[config.mk]
export PLATFORM = sky130hd
export DESIGN_NAME = dma_port_arbiter
export DESIGN_NICKNAME = d
export VERILOG_FILES = /design/src/rtl/dma_port_arbiter.sv
export SDC_FILE = /design/constraint.sdc
export NUM_CORES = 1
export LEC_CHECK = 0
export CORE_ASPECT_RATIO = 1.5
export CORE_UTILIZATION = 25
export DETAILED_ROUTE_END_ITERATION = 12
export SETUP_SLACK_MARGIN = 0.3
export SLEW_MARGIN = 20
export SYNTH_ARGS = -nofsm -noshare
export SYNTH_HDL_FRONTEND = slang
export SYNTH_SLANG_ARGS = --single-unit
[constraint.sdc]
create_clock -name clk -period 5.4 [get_ports clk]
set_clock_uncertainty 0.2 [all_clocks]
set_input_delay 1.08 -clock clk [delete_from_list [all_inputs] [get_ports clk]]
set_output_delay 1.08 -clock clk [all_outputs]
set_load 0.01 [all_outputs]
[src/rtl/dma_port_arbiter.sv]
// Round-robin arbiter granting NREQ DMA requesters single-halfword reads
// on the shared memory port, only in cycles the CPU leaves the port idle.
module dma_port_arbiter #(
  parameter int NREQ   = 4,
  parameter int RD_LAT = 1
) (
  input  logic               clk,
  input  logic               rst,
  input  logic               slot_free,
  input  logic [NREQ-1:0]    req,
  input  logic [NREQ*16-1:0] req_addr,
  output logic [NREQ-1:0]    ack,
  output logic [15:0]        rd_data,
  output logic               mem_en,
  output logic [14:0]        mem_addr,
  input  logic [31:0]        mem_rdata,
  output logic               busy
);

  localparam int          IW = (NREQ > 1) ? $clog2(NREQ) : 1;
  localparam int unsigned NR = NREQ;

  typedef enum logic [1:0] {
    IDLE,
    ISSUE,
    WAIT,
    DONE
  } state_t;

  state_t        state;
  logic [IW-1:0] rr_ptr;
  logic [IW-1:0] idx;
  logic [IW-1:0] grant_idx;
  logic [IW-1:0] next_ptr;
  logic          grant_found;
  logic [15:0]   addr_q;
  logic [1:0]    lat_cnt;
  logic [15:0]   addr_arr [NREQ];

  for (genvar g = 0; g < NREQ; g++) begin : g_addr
    assign addr_arr[g] = req_addr[16*g +: 16];
  end

  // Scan from the rr pointer upward, wrapping, and take the first request.
  always_comb begin
    int unsigned j;
    j           = 0;
    grant_found = 1'b0;
    grant_idx   = '0;
    for (int unsigned k = 0; k < NR; k++) begin
      j = 32'(rr_ptr) + k;
      if (j >= NR) j = j - NR;
      if (!grant_found && req[IW'(j)]) begin
        grant_found = 1'b1;
        grant_idx   = IW'(j);
      end
    end
  end

  assign next_ptr = (idx == IW'(NREQ - 1)) ? '0 : idx + 1'b1;

  assign mem_en   = (state == ISSUE) && slot_free;
  assign mem_addr = mem_en ? addr_q[15:1] : '0;
  assign busy     = (state != IDLE);

  always_ff @(posedge clk or posedge rst) begin
    if (rst) begin
      state   <= IDLE;
      rr_ptr  <= '0;
      idx     <= '0;
      addr_q  <= '0;
      lat_cnt <= '0;
      ack     <= '0;
      rd_data <= '0;
    end else begin
      ack <= '0;
      case (state)
        IDLE: begin
          if (grant_found) begin
            idx    <= grant_idx;
            addr_q <= addr_arr[grant_idx];
            state  <= ISSUE;
          end
        end
        ISSUE: begin
          if (slot_free) begin
            lat_cnt <= 2'(RD_LAT - 1);
            state   <= WAIT;
          end
        end
        WAIT: begin
          if (lat_cnt == 2'd0) begin
            rd_data <= addr_q[0] ? mem_rdata[31:16] : mem_rdata[15:0];
            ack     <= NREQ'(1) << idx;
            state   <= DONE;
          end else begin
            lat_cnt <= lat_cnt - 1'b1;
          end
        end
        DONE: begin
          rr_ptr <= next_ptr;
          state  <= IDLE;
        end
        default: state <= IDLE;
      endcase
    end
  end

  a_ack_onehot: assert property (@(posedge clk) disable iff (rst) $onehot0(ack));
  a_en_in_issue: assert property (@(posedge clk) disable iff (rst) mem_en |-> state == ISSUE);

endmodule

After elaboration in Yosys (flattened, before gate mapping):

Index checks and enable logic that the tools add are counted.

* flip-flop bits (word level): 44
* word-level logic and storage cells: 85
* bits of input ports: 103
* output and inout port bits: 37

* shift-type cells: 1
* magnitude comparators: 9
* add/subtract/negate cells: 9
* mux-type cells: 35
* bitwise operators: 1
* reduce and logical (&&, ||, !) cells: 15
* equality and inequality tests: 8

Operators by type and width (number)
* $mux W16: 3
* $bmux W16 S2: 1
* $mux W2: 14
* $mux W15: 1
* $ge A3 B3 Y1 const B: 4
* $lt A2 B3 Y1 const B: 4
* $sub A2 B1 Y2 const B: 5
* $bmux W1 S2: 4
* $mux W1: 8
* $mux W4: 2
* $ne A2 B2 Y1 const B: 4
* $pmux W2 S4: 1
* $add A2 B2 Y3 const B: 2
* $eq A2 B2 Y1 const B: 3
* $reduce_and A3 Y1: 2
* $logic_and A1 B1 Y1: 4
* $logic_not A2 Y1: 2
* $pmux W2 S2: 1
* $reduce_and A2 Y1: 2
* $reduce_bool A2 Y1: 2
* $shl A1 B2 Y4 const A: 1
* $add A2 B1 Y3 const B: 1
* $ge A2 B3 Y1 const B: 1
* $logic_not A1 Y1: 3
* other kinds (3): 3

Logic depth before layout (Yosys ltp):

* depth in word-level cells: 18
* gate-level depth with buffers: 8
* gate-level depth less buffers: 7

Least setup slack after synthesis:

OpenSTA, ideal clock, no wires.

* kind: input to output
* start: in slot_free
* end: out mem_addr[1]
* cell stages on the path: 2
* setup slack: 2.649 ns
* arrival time: 1.471 ns
* buffers on the path: 1
* cell sequence: clkbuf_1 -> and3_1

* cells in the longest elaborated chain, start to end: 2

RTL lines
* start, declared: RTL line 9 `input logic slot_free,`
* $logic_and A1 B1 Y1: RTL line 62 `assign mem_en = (state == ISSUE) && slot_free;`
* $mux W15: RTL line 63 `assign mem_addr = mem_en ? addr_q[15:1] : '0;`
* end, declared: RTL line 15 `output logic [14:0] mem_addr,`

Every way passes these cells.

Final worst setup path:

* start: in slot_free
* end: out mem_addr[11]

The elaborated chain is that of the path after synthesis.

==> results.rst <==
.. list-table::
   :header-rows: 1

   * - Metric
     - Value
   * - Outcome
     - finished clean
   * - Actual transition at the worst max-transition pin
     - 920 ps
   * - Core area
     - 11100 µm²
   * - Count of clock tree sinks
     - 44
   * - Worst skew pair latency
     - 280 ps
   * - Via count of the first global-routing pass
     - 2740
   * - Final Max Tran Viols
     - 0
   * - Overall die width
     - 89.1 µm
   * - RSZ-0062 raised after global routing
     - no
   * - PostCTS Resize Cnt
     - 0
   * - Total power after layout
     - 1.98 mW
   * - Endpoint type of the worst setup path
     - output pin
   * - Highest clock frequency the design can meet
     - 0.246 GHz
   * - Syn Std Cell Area
     - 2840 µm²
   * - Fraction of final layout cells with drive strength greater than 1
     - 0.111
   * - Synth Warn #
     - 0
   * - Max Cap Viol
     - 0
   * - Share of the core filled with cells
     - 0.404
   * - Cts bufs inserted
     - 5
   * - Global Route Usage Sum
     - 0.153
   * - Library cell appearing most often on the critical path
     - sky130_fd_sc_hd__clkdlybuf4s50_1
   * - Initial core utilization
     - 0.257
   * - Post-synthesis sequential element count
     - 44
   * - Crit-path max FO
     - 17
   * - Drt initial violations
     - 96
   * - Total power per unit cell area
     - 443 nW/µm²
   * - Net switching power
     - 766 µW
   * - Routed vias/inst
     - 4.55
   * - Switching part of the total power
     - 0.387
   * - Cell internal pwr
     - 1.21 mW
   * - Required time worst endpoint
     - 4120 ps
   * - # port buffers
     - 139
   * - CP startpoint kind
     - input port
   * - Number of antenna violations at the first check in global routing
     - 0
   * - Wire length after detailed routing
     - 8.52 mm
   * - Final HPWL DP
     - 6.59 mm
   * - Post-synthesis cell type count
     - 37
   * - DRC errors left
     - 0
   * - Maximum number of buffers from clock root to sink
     - 2
   * - Count of boundary I/O pins
     - 140
   * - Comb power frac
     - 0.519
   * - Clock transition at the registers of the reported paths
     - 60 ps
   * - Via count
     - 2552
   * - Final Critical Period
     - 4060 ps
   * - Cell family with the largest share of critical-path delay
     - buffers and inverters
   * - Detail Route Antenna Nets
     - 0
   * - Deepest level of the CTS H-tree
     - 2
   * - Commonest cells after routing, fill and taps aside
     - sky130_fd_sc_hd__clkdlybuf4s50_1, sky130_fd_sc_hd__dfrtp_1, sky130_fd_sc_hd__mux2i_1, sky130_fd_sc_hd__nor2_1, sky130_fd_sc_hd__inv_1
   * - DIE HEIGHT
     - 133 µm
   * - Leakage power
     - 1.91 nW
   * - Setup tns final
     - 0 ps
   * - Clock root buffer
     - sky130_fd_sc_hd__clkbuf_16
   * - Crit path buf inv count
     - 2
   * - Global-route wire length before repair
     - 13.7 mm
   * - Sequential cell area fraction in the yosys report
     - 0.387
   * - Data arrival time at the worst-slack endpoint
     - 2780 ps
   * - Relative area change from synthesis to final layout
     - 57.2%
   * - Final Hold Fails
     - 0
   * - Mapped Cells
     - 285
   * - Diodes inserted
     - 0
   * - Maximum number of pins on one net before global-route repair
     - 45
   * - Critical-path cell with the highest stage delay
     - sky130_fd_sc_hd__clkdlybuf4s50_1
   * - Fill cell total of the finished layout
     - 1140
   * - Number of endpoints failing setup at the final stage
     - 0
   * - Final net count
     - 526
   * - 1st-pass router iterations
     - 4
   * - Post-CTS repair timing setup buffer count
     - 0
   * - Floorplan die area
     - 11800 µm²
   * - Wire length per cell
     - 15.2 µm
   * - Post-synthesis net count
     - 398
   * - Count of standard-cell rows
     - 47
   * - Normalized max-slew margin
     - 0.386
   * - Crit-path cells
     - clkdlybuf4s50_1 -> and3_1 -> clkdlybuf4s50_1
   * - Syn Area/Cell
     - 9.97 µm²
   * - Gpl congestion
     - 0.739
   * - CTS tree
     - yes
   * - Most frequent standard cell in the layout excluding fill and tap cells
     - sky130_fd_sc_hd__clkdlybuf4s50_1
   * - Share of the clock period used by the worst path after layout
     - 0.753
   * - Maximum vdd drop
     - 0.158 mV
   * - Clk network pwr share
     - 0.176
   * - Class of the worst hold path
     - reg2reg
   * - Share of power burned in registers
     - 0.305
   * - Worst slack on hold paths
     - 323 ps
   * - CTS Hold Bufs
     - 0
   * - CP max stage delay
     - 870 ps
   * - Worst setup path class
     - in2out
   * - Overflow after GRT
     - 0
==> flip-flops by register name, summed over array words and instances (netlist names) <==
register	cells
addr_q	16
idx	2
lat_cnt	2
state	2
rd_data	16
rr_ptr	2
ack	4
==> logic make-up after synthesis <==
kind of cell | synth area share
and+or+nand+nor | 0.129
buffers and inverters | 0.0827
DFF | 0.387
AOI/OAI and AO/OA | 0.231
adders and majority gates | 0.0440
muxes | 0.126
==> through the flow <==
step,worst slack (ps),std cells,instance area [µm²]
after floorplan,2650,285,2840
after global placement,1350,553,4300
after detailed placement,1350,553,4300
after CTS,1340,561,4470
after global routing,1300,561,4470
final,1340,561,4470
==> area by class of cell <==
cell class | instances | area, µm² | area share
Multi-Input combinational cell | 194 | 1510 | 0.337
Timing Repair Buffer | 141 | 1410 | 0.315
Sequential cell | 44 | 1100 | 0.246
Tap cell | 147 | 184 | 0.0412
Clock buffer | 5 | 125 | 0.0280
Inverter | 27 | 103 | 0.0230
Clock inverter | 3 | 42.5 | 0.00952
==> metal layers <==
layer,vias to the layer above,routed length (µm),track usage
li1,1262,-,-
met1,1194,3330,0.169
met2,81,4570,0.274
met3,15,350,0.0231
met4,0,263,0.0767
met5,-,0,0
==> power groups by stage <==
stage / clock (mW) / combinational, mW / sequential (mW)
final: 0.349 / 1.03 / 0.602
after global routing: 0.371 / 1.14 / 0.626
after CTS: 0.360 / 1.05 / 0.606
after detailed placement: 0 / 1.04 / 0.611
after global placement: 0 / 1.02 / 0.610
after floorplan: 0 / 0.683 / 0.582
==> cells in the mapped netlist, drive strengths merged <==
master	instances	share of area
dfrtp	44	0.39
nor2	33	0.044
a211oi	32	0.13
mux2i	32	0.11
inv	27	0.036
and3	20	0.046
a21oi	18	0.032
a31oi	16	0.035
clkbuf	12	0.016
ha	10	0.044
buf	8	0.031
nand2	8	0.013
nand2b	4	0.0088
o21ai	4	0.011
mux2	3	0.013
a21o	2	0.0053
a22o	2	0.0062
and2	2	0.0044
o22ai	2	0.0044
a221oi	1	0.0053
nor2b	1	0.0022
nor3	1	0.0035
nor4	1	0.0044
o32a	1	0.0035
or2	1	0.0022
==> path summary, 6_finish.rpt <==
kind / start / to / slack (ps) / depth (start not counted)
max: slot_free / mem_addr[11] / 1340 / 3
min: lat_cnt[1] / lat_cnt[1] / 320 / 1
max reg2reg: state[0] / addr_q[5] / 2710 / 7
min reg2reg: lat_cnt[1] / lat_cnt[1] / 320 / 1
max in group asynchronous: rst / addr_q[3] / 3490 / 2
min in group asynchronous: rst / lat_cnt[1] / 1050 / 2
==> worst register-to-register path, delay by kind of cell, from the launching register on <==
family / cells / cell delay (ps)
AOI/OAI and AO/OA: 3 / 830
adders and majority gates: 1 / 200
buffers and inverters: 2 / 190
DFF: 1 / 420
and+or+nand+nor: 1 / 720
No activity file was read; power rests on OpenSTA's default activity.
